$ cat config.mk
export PLATFORM = sky130hd
export DESIGN_NAME = matrix_uart_formatter
export DESIGN_NICKNAME = d
export VERILOG_FILES = /design/src/rtl/project_pkg.sv /design/src/rtl/matrix_uart_formatter_bin2bcd_seq.sv /design/src/rtl/matrix_uart_formatter.sv
export SDC_FILE = /design/constraint.sdc
export NUM_CORES = 1
export LEC_CHECK = 0
export ABC_AREA = 1
export CAP_MARGIN = 20
export CORE_UTILIZATION = 47
export DETAILED_ROUTE_END_ITERATION = 10
export PLACE_DENSITY = 0.77
export SLEW_MARGIN = 10
export SYNTH_ARGS = -nofsm -noshare
export SYNTH_HDL_FRONTEND = slang
export SYNTH_HIERARCHICAL = 1
export SYNTH_SLANG_ARGS = --single-unit
$ cat constraint.sdc
create_clock -name clk -period 1.7 [get_ports clk]
set_clock_uncertainty 0.1 [all_clocks]
set_input_delay 0.34 -clock clk [delete_from_list [all_inputs] [get_ports clk]]
set_output_delay 0.34 -clock clk [all_outputs]
set_load 0.02 [all_outputs]
$ cat src/rtl/project_pkg.sv
// Shared types and constants for the matrix output path: element width,
// ASCII codes used by the UART formatter and the request/FSM enums.
package project_pkg;

    localparam int ELEM_W = 8;
    localparam int DIGITS = 3;

    typedef logic signed [ELEM_W-1:0] matrix_element_t;

    localparam logic [7:0] ASCII_CR    = 8'h0D;
    localparam logic [7:0] ASCII_LF    = 8'h0A;
    localparam logic [7:0] ASCII_SP    = 8'h20;
    localparam logic [7:0] ASCII_MINUS = 8'h2D;
    localparam logic [7:0] ASCII_HASH  = 8'h23;
    localparam logic [7:0] ASCII_S     = 8'h53;
    localparam logic [7:0] ASCII_STAR  = 8'h2A;
    localparam logic [7:0] ASCII_ZERO  = 8'h30;

    typedef enum logic [2:0] {
        FK_PLAIN,
        FK_NEWLINE,
        FK_ID,
        FK_SUM_HEAD,
        FK_SUM_ELEM
    } fmt_kind_t;

    typedef enum logic [2:0] {
        ST_IDLE,
        ST_CONV,
        ST_PREFIX,
        ST_DIGIT,
        ST_SEP1,
        ST_SEP2,
        ST_FIN
    } fmt_state_t;

    // newline > id > sum_head > sum_elem > plain element
    function automatic fmt_kind_t decode_kind(input logic newline, input logic id,
                                              input logic sum_head, input logic sum_elem);
        fmt_kind_t k;
        if (newline)       k = FK_NEWLINE;
        else if (id)       k = FK_ID;
        else if (sum_head) k = FK_SUM_HEAD;
        else if (sum_elem) k = FK_SUM_ELEM;
        else               k = FK_PLAIN;
        return k;
    endfunction

endpackage

$ cat src/rtl/matrix_uart_formatter_bin2bcd_seq.sv
// Iterative double-dabble converter: one bit per cycle, ELEM_W cycles from start
// to a valid BCD result. done pulses in the cycle the result first becomes valid.
module bin2bcd_seq
    import project_pkg::*;
#(
    parameter int ELEM_W = project_pkg::ELEM_W,
    parameter int DIGITS = project_pkg::DIGITS
) (
    input  logic                  clk,
    input  logic                  rst_n,
    input  logic                  start,
    input  logic [ELEM_W-1:0]     bin,
    output logic [4*DIGITS-1:0]   bcd,
    output logic                  done
);

    localparam int CNT_W = $clog2(ELEM_W + 1);

    logic [ELEM_W-1:0]   shift_q, shift_d;
    logic [4*DIGITS-1:0] bcd_q, bcd_d;
    logic [4*DIGITS-1:0] adj;
    logic [CNT_W-1:0]    cnt_q, cnt_d;
    logic                done_q, done_d;

    always_comb begin
        adj = bcd_q;
        for (int unsigned i = 0; i < DIGITS; i++) begin
            if (bcd_q[4*i +: 4] >= 4'd5) begin
                adj[4*i +: 4] = bcd_q[4*i +: 4] + 4'd3;
            end
        end

        shift_d = shift_q;
        bcd_d   = bcd_q;
        cnt_d   = cnt_q;
        done_d  = 1'b0;

        // The first shift happens at load time: an all-zero BCD never needs the add-3.
        if (start) begin
            bcd_d   = {{(4*DIGITS-1){1'b0}}, bin[ELEM_W-1]};
            shift_d = bin << 1;
            cnt_d   = CNT_W'(ELEM_W - 1);
        end else if (cnt_q != '0) begin
            bcd_d   = {adj[4*DIGITS-2:0], shift_q[ELEM_W-1]};
            shift_d = shift_q << 1;
            cnt_d   = cnt_q - CNT_W'(1);
            done_d  = (cnt_q == CNT_W'(1));
        end
    end

    always_ff @(posedge clk) begin
        if (!rst_n) begin
            shift_q <= '0;
            bcd_q   <= '0;
            cnt_q   <= '0;
            done_q  <= 1'b0;
        end else begin
            shift_q <= shift_d;
            bcd_q   <= bcd_d;
            cnt_q   <= cnt_d;
            done_q  <= done_d;
        end
    end

    assign bcd  = bcd_q;
    assign done = done_q;

endmodule

$ cat src/rtl/matrix_uart_formatter.sv
// Formats one matrix element / ID / summary request as ASCII decimal text and
// streams the bytes to uart_tx over a valid/ready handshake.
module matrix_uart_formatter
    import project_pkg::*;
#(
    parameter int ELEM_W = project_pkg::ELEM_W,
    parameter int DIGITS = project_pkg::DIGITS
) (
    input  logic              clk,
    input  logic              rst_n,
    input  logic              fmt_start,
    input  logic [ELEM_W-1:0] fmt_data,
    input  logic              fmt_last_col,
    input  logic              fmt_newline,
    input  logic              fmt_id,
    input  logic              fmt_sum_head,
    input  logic              fmt_sum_elem,
    output logic [7:0]        tx_data,
    output logic              tx_valid,
    input  logic              tx_ready,
    output logic              busy,
    output logic              done,
    output logic              overrun
);

    localparam int DIG_W = (DIGITS > 1) ? $clog2(DIGITS) : 1;

    fmt_state_t       state_q, state_d;
    fmt_kind_t        kind_q, kind_d;
    logic             neg_q, neg_d;
    logic             crlf_q, crlf_d;
    logic [DIG_W-1:0] dig_q, dig_d;
    logic             overrun_q, overrun_d;

    fmt_kind_t           req_kind;
    logic                req_neg;
    logic                req_crlf;
    logic [ELEM_W-1:0]   conv_bin;
    logic                accept;
    logic                hs;
    logic [4*DIGITS-1:0] bcd;
    logic                bcd_done;
    logic [DIG_W-1:0]    lead_dig;
    logic [3:0]          cur_nib;

    // A request may land in the FIN cycle so back-to-back frames lose no cycle.
    assign accept = fmt_start && (state_q == ST_IDLE || state_q == ST_FIN);

    always_comb begin
        req_kind = decode_kind(fmt_newline, fmt_id, fmt_sum_head, fmt_sum_elem);
        req_neg  = (req_kind == FK_PLAIN) && fmt_data[ELEM_W-1];
        conv_bin = req_neg ? (~fmt_data) + ELEM_W'(1) : fmt_data;
        req_crlf = (req_kind == FK_NEWLINE) || (req_kind == FK_ID) ||
                   (((req_kind == FK_PLAIN) || (req_kind == FK_SUM_ELEM)) && fmt_last_col);
    end

    bin2bcd_seq #(
        .ELEM_W (ELEM_W),
        .DIGITS (DIGITS)
    ) u_bin2bcd (
        .clk   (clk),
        .rst_n (rst_n),
        .start (accept),
        .bin   (conv_bin),
        .bcd   (bcd),
        .done  (bcd_done)
    );

    // Most significant non-zero digit; stays 0 for a zero value so "0" is printed.
    always_comb begin
        lead_dig = '0;
        for (int unsigned i = 0; i < DIGITS; i++) begin
            if (bcd[4*i +: 4] != 4'd0) begin
                lead_dig = DIG_W'(i);
            end
        end
    end

    assign cur_nib = bcd[4*dig_q +: 4];

    always_comb begin
        tx_valid = 1'b0;
        tx_data  = '0;
        case (state_q)
            ST_PREFIX: begin
                tx_valid = 1'b1;
                if (neg_q)                tx_data = ASCII_MINUS;
                else if (kind_q == FK_ID) tx_data = ASCII_HASH;
                else                      tx_data = ASCII_S;
            end
            ST_DIGIT: begin
                tx_valid = 1'b1;
                tx_data  = ASCII_ZERO + {4'h0, cur_nib};
            end
            ST_SEP1: begin
                tx_valid = 1'b1;
                if (crlf_q)                     tx_data = ASCII_CR;
                else if (kind_q == FK_SUM_ELEM) tx_data = ASCII_STAR;
                else                            tx_data = ASCII_SP;
            end
            ST_SEP2: begin
                tx_valid = 1'b1;
                tx_data  = ASCII_LF;
            end
            default: begin
                tx_valid = 1'b0;
                tx_data  = '0;
            end
        endcase
    end

    assign hs      = tx_valid && tx_ready;
    assign busy    = (state_q != ST_IDLE);
    assign done    = (state_q == ST_FIN);
    assign overrun = overrun_q;

    always_comb begin
        state_d   = state_q;
        kind_d    = kind_q;
        neg_d     = neg_q;
        crlf_d    = crlf_q;
        dig_d     = dig_q;
        overrun_d = fmt_start && busy && (state_q != ST_FIN);

        case (state_q)
            ST_IDLE: state_d = ST_IDLE;
            ST_CONV: begin
                if (bcd_done) begin
                    dig_d = lead_dig;
                    if (neg_q || kind_q == FK_ID || kind_q == FK_SUM_HEAD) state_d = ST_PREFIX;
                    else                                                  state_d = ST_DIGIT;
                end
            end
            ST_PREFIX: if (hs) state_d = ST_DIGIT;
            ST_DIGIT: begin
                if (hs) begin
                    if (dig_q == '0) state_d = ST_SEP1;
                    else             dig_d   = dig_q - DIG_W'(1);
                end
            end
            ST_SEP1: if (hs) state_d = crlf_q ? ST_SEP2 : ST_FIN;
            ST_SEP2: if (hs) state_d = ST_FIN;
            ST_FIN:  state_d = ST_IDLE;
            default: state_d = ST_IDLE;
        endcase

        if (accept) begin
            kind_d  = req_kind;
            neg_d   = req_neg;
            crlf_d  = req_crlf;
            state_d = (req_kind == FK_NEWLINE) ? ST_SEP1 : ST_CONV;
        end
    end

    always_ff @(posedge clk) begin
        if (!rst_n) begin
            state_q   <= ST_IDLE;
            kind_q    <= FK_PLAIN;
            neg_q     <= 1'b0;
            crlf_q    <= 1'b0;
            dig_q     <= '0;
            overrun_q <= 1'b0;
        end else begin
            state_q   <= state_d;
            kind_q    <= kind_d;
            neg_q     <= neg_d;
            crlf_q    <= crlf_d;
            dig_q     <= dig_d;
            overrun_q <= overrun_d;
        end
    end

endmodule

Yosys cells after proc, flatten, opt, wreduce, memory -nomap -nowiden
Cells that the tools add are included.
{"block": "totals", "inputBits": 17, "register_bits": 35, "out_inout_bits": 12}
{"block": "op_classes", "n_shift": 1, "add_sub_neg": 7, "n_eq_ne": 23, "order_cmp": 3, "n_bitwise": 3, "reduce_logical": 26, "muxes": 37}
{"operator": "3-bit 2-to-1 mux", "count": 15}
{"operator": "8-bit one-hot mux with 4 select lines", "count": 1}
{"operator": "8-bit 2-to-1 mux", "count": 3}
{"operator": "3-bit inequality test, second input constant", "count": 6}
{"operator": "3-bit by 2-bit == test with 1-bit output, second input constant", "count": 5}
{"operator": "3-bit == test, second input constant", "count": 5}
{"operator": "3-bit one-hot mux with 5 select lines", "count": 1}
{"operator": "7-bit 2-to-1 mux", "count": 2}
{"operator": "4-bit by 3-bit >= comparator with 1-bit output, second input constant", "count": 3}
{"operator": "4-bit 2-to-1 mux", "count": 3}
{"operator": "4-bit nonzero test", "count": 3}
{"operator": "12-bit by 5-bit variable part select with 4-bit output", "count": 1}
{"operator": "2-bit 2-to-1 mux", "count": 5}
{"operator": "4-bit by 2-bit adder with 4-bit output, second input constant", "count": 2}
{"operator": "8-bit by 1-bit adder with 8-bit output, second input constant", "count": 1}
{"operator": "8-bit inverter", "count": 1}
{"operator": "6-bit by 4-bit adder with 7-bit output, first input constant", "count": 1}
{"operator": "3-bit by 1-bit == test with 1-bit output, second input constant", "count": 2}
{"operator": "1-bit logical AND", "count": 6}
{"operator": "3-bit zero test", "count": 2}
{"operator": "1-bit logical OR", "count": 6}
{"operator": "6-bit 2-to-1 mux", "count": 1}
{"operator": "6-bit AND reduction", "count": 1}
{"operator": "1-bit 2-to-1 mux", "count": 5}
{"operator": "16 further kinds", "count": 19}

Depth between registers and ports, before layout
Gate-level depths: netlist (run 1).
{"block": "logic_depth", "depth_word": 8, "depth_mapped": 12}

Hierarchy
The synthesis (run 1) kept the hierarchy.
{"mod": "bin2bcd_seq", "area_each_um2": 1340.0, "cells_each": 191, "n_inst": 1}
{"mod": "matrix_uart_formatter", "area_each_um2": 1083.5, "cells_each": 181, "n_inst": 1}

Worst setup path after synthesis (run 1)
Ideal clock, no wire load.
{"block": "synth_timing", "path_kind": "register to register", "from": "register state_q[2]", "to": "register u_bin2bcd.bcd_q[0] (netlist: u_bin2bcd/bcd[0])", "arrival_time_ns": 1.474, "slack_ns": 0.056, "required_ns": 1.530, "path_stages_with_launch": 11, "cell_sequence": "dfxtp_1 -> inv_4 -> nand2_2 -> nand2_2 -> nand2_4 -> inv_4 -> buf_6 -> buf_4 -> o21ai_0 -> nand2_1 -> a21oi_1"}
{"block": "synth_between", "elab_chain_len": 4, "word_cells_on_any_way": 6, "cone_classes": "eq/ne (1); mux (1); reduce/logical (4)"}
{"element": "from (decl)", "line_no": "matrix_uart_formatter.sv:28", "source": "fmt_state_t state_q, state_d;"}
{"element": "from (signal assigned)", "line_no": "matrix_uart_formatter.sv:164", "source": "state_q <= state_d;"}
{"element": "3-bit == test / 3-bit zero test (equally long branches)", "line_no": "matrix_uart_formatter.sv:47", "source": "assign accept = fmt_start && (state_q == ST_IDLE || state_q == ST_FIN);"}
{"element": "1-bit logical OR *", "line_no": "matrix_uart_formatter.sv:47"}
{"element": "1-bit logical AND *", "line_no": "matrix_uart_formatter.sv:47"}
{"element": "named net accept", "line_no": "matrix_uart_formatter.sv:39", "source": "logic accept;"}
{"element": "1-bit 2-to-1 mux / 2-bit nonzero test (equally long branches)"}
{"element": "to (signal assigned)", "line_no": "matrix_uart_formatter_bin2bcd_seq.sv:54", "source": "bcd_q <= '0;"}
{"element": "to (signal assigned)", "line_no": "matrix_uart_formatter_bin2bcd_seq.sv:59", "source": "bcd_q <= bcd_d;"}
{"element": "to (decl)", "line_no": "matrix_uart_formatter_bin2bcd_seq.sv:20", "source": "logic [4*DIGITS-1:0] bcd_q, bcd_d;"}
Mark *: on every way through the listed nets, which the timed path passes. The rest lies on a longest branch.
A chain may end at the register's enable or synchronous reset.

Worst setup path in the final report (run 1)
{"block": "layout_timing", "from": "register dig_q[0]", "to": "output port tx_data[0]"}
{"block": "layout_between", "elab_chain_len": 3}
{"element": "from (decl)", "line_no": "matrix_uart_formatter.sv:32", "source": "logic [DIG_W-1:0] dig_q, dig_d;"}
{"element": "from (signal assigned)", "line_no": "matrix_uart_formatter.sv:168", "source": "dig_q <= dig_d;"}
{"element": "12-bit by 5-bit variable part select with 4-bit output", "line_no": "matrix_uart_formatter.sv:79", "source": "assign cur_nib = bcd[4*dig_q +: 4];"}
{"element": "6-bit by 4-bit adder with 7-bit output", "line_no": "matrix_uart_formatter.sv:93", "source": "tx_data = ASCII_ZERO + {4'h0, cur_nib};"}
{"element": "8-bit one-hot mux with 4 select lines", "line_no": "matrix_uart_formatter.sv:84", "source": "case (state_q)"}
{"element": "to (decl)", "line_no": "matrix_uart_formatter.sv:18", "source": "output logic [7:0] tx_data,"}
Every way passes these cells.

==> impl_metrics.ini, run 1 <==
[global_route]
top_usage_layer = met2
antenna_found_initial = 0
overflow = 0
grt_pass1_vias = 2324
met3_usage_pct = 4.664
grt_max_degree = 15
grt_pass1_wl_mm = 9.846
use_met1_pct = 28.11
grtUsageTotal_pct = 23.36
grt.met2_usage_pct = 41.28

[run_status]
outcome = complete, but fails checks
failed_checks = negative setup slack

[floorplan]
io_pins = 29
core_region_area_um2 = 4848
fp.dieH_um = 73.81
die-area_um2 = 5448
initial_utilization_pct = 49.99
fp-row-count = 25
die_w_um = 73.81

[sta]
min_period_ps = 1816
fmax_ghz = 0.5506
rsz0062_at_grt = true
period_share_pct = 106.8
setup_viol = 5
final-max-slew-violation-count = 0
worst_slack_ps = -116.2
hold_violations = 0

[hold_path]
hold_path_end = u_bin2bcd/shift_q[1]$_SDFFE_PN0P_
holdCritStartpoint = fmt_data[0]
hp-class = in -> reg
whs_path_depth = 3

[synth]
synth.most_common_cell = nand2_1
ys_warn_count = 6
syn_area_per_cell_um2 = 6.515
async_flop_share_pct = 0
synth-edff-count = 0
synth_ff_type = dfxtp_1
synth_area_leaders = dfxtp_1 29%, nand2_1 15%, inv_1 7.6%
ys_seq_area_share_pct = 28.91
ys_types = 35
netlist_instances = 372
yosysTopAreaCell = dfxtp_1
netlist_area_um2 = 2424
syn-num-nets = 399
ys_ff_latch = 35
synth_commonest_cells = 94 x nand2_1, 49 x inv_1, 35 x dfxtp_1, 35 x nand3_1, 32 x nor2_1
synth_top_area_share_pct = 28.91

[layout]
final_util_pct = 71.17
synthToLayoutAreaGrowth_pct = 42.39
nets = 491
nFillCells = 387
diodes = 0
drive_gt1_share_pct = 32.40

[route]
dr.pass1.iters = 4
drt_wl_total_mm = 6.552
drc = 0
wire_per_inst_um = 12.36
ant_nets = 0
routed_via_density = 5.025
route.vias.total = 2663
drtIter0Drc = 186

[setup_path]
reg2reg_slack_ps = 80
slowest_stage = dfxtp_4
cp.arrival_ps = 1380
end_kind = primary output
crit_path_max_fanout = 5
path_class = reg -> out
reg2reg_to = u_bin2bcd/cnt_q[2]$_SDFFE_PN0P_
critPathLaunchType = register
slowest_delay_ps = 390
r2r-start = state_q[0]$_SDFFE_PN0P_
path_cells = buf_6 -> nand2_2 -> o211ai_1 -> a21oi_1 -> or2_1 -> buf_6
crit_top_cell = buf_6
reg2reg_depth = 11
cp.required_ps = 1260

[clocking]
cts.path.max_buffers = 2
clkLatencyLatePin_ps = 280
h-tree-depth = 2
clock_sink_count = 35
cts_root_buf = clkbuf_8
cts_buffers = 5
cts_tree = done
clk_pin_slew_ps = 70

[placed_design]
port_buffers = 27
place_congestion = 0.8934
dp_hpwl_mm = 4.656

[power_and_ir_drop]
power_density_nw_per_um2 = 1395
leakage_nw = 1.723
ir_worst_vdd_uv = 724.3
power.total_w = 0.004815

[run]
cap_viol_max_count = 0
==> through the flow <==
step                TNS [ps]  instances  setup slack, ps  instance area (um2)  hold WS [ps]
global route          -722.7        530           -152.5                 3451         269.7
floorplan                  0        372            56.01                 2424         339.0
global placement       -3931        518           -299.1                 3159         348.0
CTS                   -257.6        524           -84.31                 3264         366.8
finish                -363.5        530           -116.2                 3451         277.5
detailed placement     -4572        518           -327.3                 3159         356.7
==> layout by cell type (no fill, tap or decap), types with 5 or more instances in the layout <==
| master | count |
|---|---|
| a21oi_1 | 21 |
| a21oi_2 | 5 |
| buf_4 | 60 |
| buf_6 | 12 |
| clkbuf_8 | 5 |
| clkdlybuf4s50_1 | 10 |
| dfxtp_1 | 29 |
| dlymetal6s2s_1 | 6 |
| ha_1 | 9 |
| inv_1 | 40 |
| inv_2 | 12 |
| nand2_1 | 88 |
| nand2_2 | 12 |
| nand3_1 | 31 |
| nand4_1 | 5 |
| nor2_1 | 27 |
| nor2_2 | 5 |
| nor2_4 | 7 |
| o21ai_0 | 22 |
| o21ai_1 | 8 |
| xor2_1 | 5 |
==> metal layers <==
layer | wire length (um) | part of all wire (%) | vias to the layer above
met5 | 0 | 0 | -
met4 | 82 | 1.3 | 0
met3 | 200 | 3.1 | 11
met2 | 3433 | 52 | 47
met1 | 2835 | 43 | 1234
li1 | - | - | 1371
==> final cells by class <==
type / instances / area (um2) / area share (%)
repair buffers: 92 / 784.5 / 22.73
well taps: 67 / 83.83 / 2.429
clock buffers: 6 / 72.57 / 2.103
inverters: 58 / 236.5 / 6.853
flip-flops and latches: 35 / 715.7 / 20.74
multi-input cells: 272 / 1558 / 45.14
==> kinds of logic (layout without fill, tap and decap cells) <==
group / count (synthesis) / in the layout / synth area share (%)
and+or+nand+nor: 192 / 193 / 38.10
DFF: 35 / 35 / 28.91
adders and majority gates: 10 / 10 / 5.163
AOI/OAI and AO/OA: 62 / 62 / 13.32
xor gates and xnor gates: 6 / 6 / 2.168
buffers and inverters: 66 / 156 / 12.18
other: 1 / 1 / 0.1547
==> flip-flops by register name (all words and copies together) (netlist names) <==
name,cells
u_bin2bcd/bcd,12
kind_q,3
u_bin2bcd/done,1
u_bin2bcd/shift_q,7
state_q,3
neg_q,1
crlf_q,1
u_bin2bcd/cnt_q,4
dig_q,2
overrun,1
==> worst max-delay path: cells and delay by family, from the launching register on <==
family,cells,cell delay [ps]
compound gates,2,180
flops,1,390
simple gates,2,280
buf+inv,2,240
==> worst max path at each step <==
stage,end,depth (start not counted),start
detailed placement,u_bin2bcd/shift_q[3]$_SDFFE_PN0P_,10,fmt_id
global route,tx_data[5],7,kind_q[2]$_SDFFE_PN0P_
floorplan,u_bin2bcd/bcd[0]$_SDFFE_PN0P_,10,state_q[2]$_SDFFE_PN0P_
CTS,tx_data[0],6,dig_q[0]$_SDFFE_PN0P_
finish,tx_data[0],6,dig_q[0]$_SDFFE_PN0P_
global placement,u_bin2bcd/shift_q[7]$_SDFFE_PN0P_,11,fmt_data[0]
==> repair_timing <==
item                                    CTS  global route
cloned                                    0             1
hold buffers                              0             0
endpoints found under the setup margin   14            23
pin swaps                                12            24
resized for setup                        73            52
setup buffers                             0             5
==> power by group <==
group | internal (W) | leakage [nW] | switching [W] | total, W
combinational | 0.00133 | 1.40 | 0.00167 | 0.00299
clock | 0.000273 | 0.0371 | 0.000283 | 0.000556
sequential | 0.00107 | 0.289 | 0.000193 | 0.00126
total | 0.00267 | 1.72 | 0.00214 | 0.00481
Power figures use the tool's default switching activity.
==> run 2: changes to the inputs <==
==> constraint.sdc (replaced) <==
create_clock -name clk -period 2 [get_ports clk]
set_clock_uncertainty 0.1 [all_clocks]
set_input_delay 0.4 -clock clk [delete_from_list [all_inputs] [get_ports clk]]
set_output_delay 0.4 -clock clk [all_outputs]
set_load 0.02 [all_outputs]
==> run 2 against run 1 <==
The run now ends clean; setup slack improved by 180 ps; first-iteration DRC count down 20%; clock-buffer cell count is 2 higher; core utilization decreased by 7.4 points; final cell count down 4.5%; combinational power fell by 30%; total power is 23% lower; die area is the same; critical endpoint is now tx_data[6]; sequential share of layout area grew 2.2 points; routed wire length decreased by 13%.
==> impl_metrics.ini, run 2 (same netlist as run 1, synthesis figures left out) <==
[power_and_ir_drop]
power_density_nw_per_um2 = 1196
leakage_nw = 1.540
ir_worst_vdd_uv = 753.8

[setup_path]
reg2reg_depth = 11
end_kind = primary output
slowest_delay_ps = 340
cp.required_ps = 1500
reg2reg_slack_ps = 250
path_class = reg -> out
critPathLaunchType = register
critical_path.top_delay_family = buffers and inverters
r2r-start = state_q[0]$_SDFFE_PN0P_
cp.arrival_ps = 1440
path_cells = inv_1 -> nand3_2 -> buf_4 -> nor2_1 -> clkdlybuf4s15_1
slowest_stage = dfxtp_2
reg2reg_to = u_bin2bcd/cnt_q[3]$_SDFFE_PP0P_
crit_path_max_fanout = 5
worst-path-buf-inv = 3

[placed_design]
port_buffers = 27
dp_hpwl_mm = 4.494
place_inst = 498
place_congestion = 0.8898
post-place-ws_ps = -99.64

[floorplan]
fp.dieH_um = 73.81
die_w_um = 73.81
core_region_area_um2 = 4848
initial_utilization_pct = 49.99
io_pins = 29
die-area_um2 = 5448
fp-row-count = 25

[route]
drt_wl_total_mm = 5.701
wire_per_inst_um = 11.27
dr.pass1.iters = 5
ant_nets = 0
drtIter0Drc = 148
route.vias.total = 2530
routed_via_density = 5.000
drc = 0

[sta]
rsz0062_at_grt = false
worst_slack_ps = 64.64
final-max-slew-violation-count = 0
min_period_ps = 1935
fmax_ghz = 0.5167
setup_viol = 0
period_share_pct = 96.77
hold_violations = 0

[layout]
nets = 465
largest_reg_flops = 12
final_cells = 506
final_common_cell = nand2_1
diodes = 0
drive_gt1_share_pct = 20.50
layout_common_cells = 94 x nand2_1, 48 x inv_1, 40 x buf_4, 34 x nand3_1, 32 x nor2_1
synthToLayoutAreaGrowth_pct = 27.57

[global_route]
grt_max_degree = 18
grtUsageTotal_pct = 23.31
antenna_found_initial = 0
grt_pass1_vias = 2343
grt_pass1_wl_mm = 9.715
overflow = 0

[run]
cap_viol_max_count = 0

[hold_path]
hp-class = reg -> reg
hold_path_end = u_bin2bcd/shift_q[5]$_SDFFE_PN0P_
whs_path_depth = 2
holdCritStartpoint = u_bin2bcd/shift_q[5]$_SDFFE_PN0P_

[clocking]
clk_pin_slew_ps = 70
h-tree-depth = 2
cts_buffers = 5
clkLatencyLatePin_ps = 290
cts_tree = done
cts_root_buf = clkbuf_8
cts.path.max_buffers = 2
clock_sink_count = 35

[run_status]
outcome = finished, final reports clean
[run 2: worst max path at each step]
stage                                        from                           endpoint  slack, ps  cells past startpoint
after floorplan           state_q[0]$_SDFFE_PN0P_                         tx_data[4]        350                      4
final                     state_q[0]$_SDFFE_PN0P_                         tx_data[6]         60                      5
after detailed placement             fmt_sum_head  u_bin2bcd/shift_q[4]$_SDFFE_PN0P_       -100                     10
after global placement                fmt_data[0]  u_bin2bcd/shift_q[7]$_SDFFE_PN0P_        -60                     11
after global routing       kind_q[2]$_SDFFE_PN0P_                         tx_data[5]         10                      7
after CTS                   dig_q[0]$_SDFFE_PN0P_                         tx_data[3]      -0.08                      6
[run 2: where the power goes]
group	switching (W)	internal [W]	leakage, nW
Combinational	0.00125	0.000826	1.20
Sequential	0.000148	0.000905	0.288
Clock	0.000254	0.000314	0.0515
[run 2: what timing repair did]
action,4_1_cts,5_1_grt
setup buffers,0,0
setup endpoints to repair,10,8
hold buffers,0,0
resized for setup,26,11
[run 2: layout make-up]
class / instances / area, um2
fillers: 451 / 1757
multi-input cells: 271 / 1433
flip-flops and latches: 35 / 710.7
repair buffers: 67 / 536.8
inverters: 58 / 227.7
clock buffers: 8 / 100.1
well taps: 67 / 83.83
[run 2: metrics by stage]
stage / utilization, % / instance area, um2 / hold WS [ps] / setup TNS, ps / total power (W)
after global routing: 63.77 / 3092 / 387.3 / 0 / 0.004026
after CTS: 64.18 / 3112 / 369.7 / -0.08338 / 0.003718
after detailed placement: 62.06 / 3009 / 359.2 / -756.6 / 0.003178
after floorplan: - / 2424 / 339.0 / 0 / 0.002496
after global placement: 62.06 / 3009 / 348.6 / -286.7 / 0.003120
final: 63.77 / 3092 / 369.8 / 0 / 0.003698
[run 2: metal layers]
metal / GRT usage, % / up-vias / routed length (um)
met5: 0 / - / 0
met4: 7.051 / 0 / 68
met2: 41.18 / 44 / 2872
met1: 27.80 / 1154 / 2529
li1: - / 1324 / -
met3: 5.487 / 8 / 231
[run 2: worst min-delay path: cells and delay by family (launching register included)]
family,cells,cell delay [ps]
and+or+nand+nor,1,60
AOI/OAI and AO/OA,1,50
DFF,1,310
==> run 3: changes to the inputs <==
--- a/config.mk
+++ b/config.mk
@@ -6,6 +6,7 @@
 export NUM_CORES = 1
 export LEC_CHECK = 0
 export ABC_AREA = 1
+export ABC_CLOCK_PERIOD_IN_PS = 2000
 export CAP_MARGIN = 20
 export CORE_UTILIZATION = 47
 export DETAILED_ROUTE_END_ITERATION = 10
==> results of run 3 <==
Same layout as run 2: the final DEF is identical, and so are final timing and power.
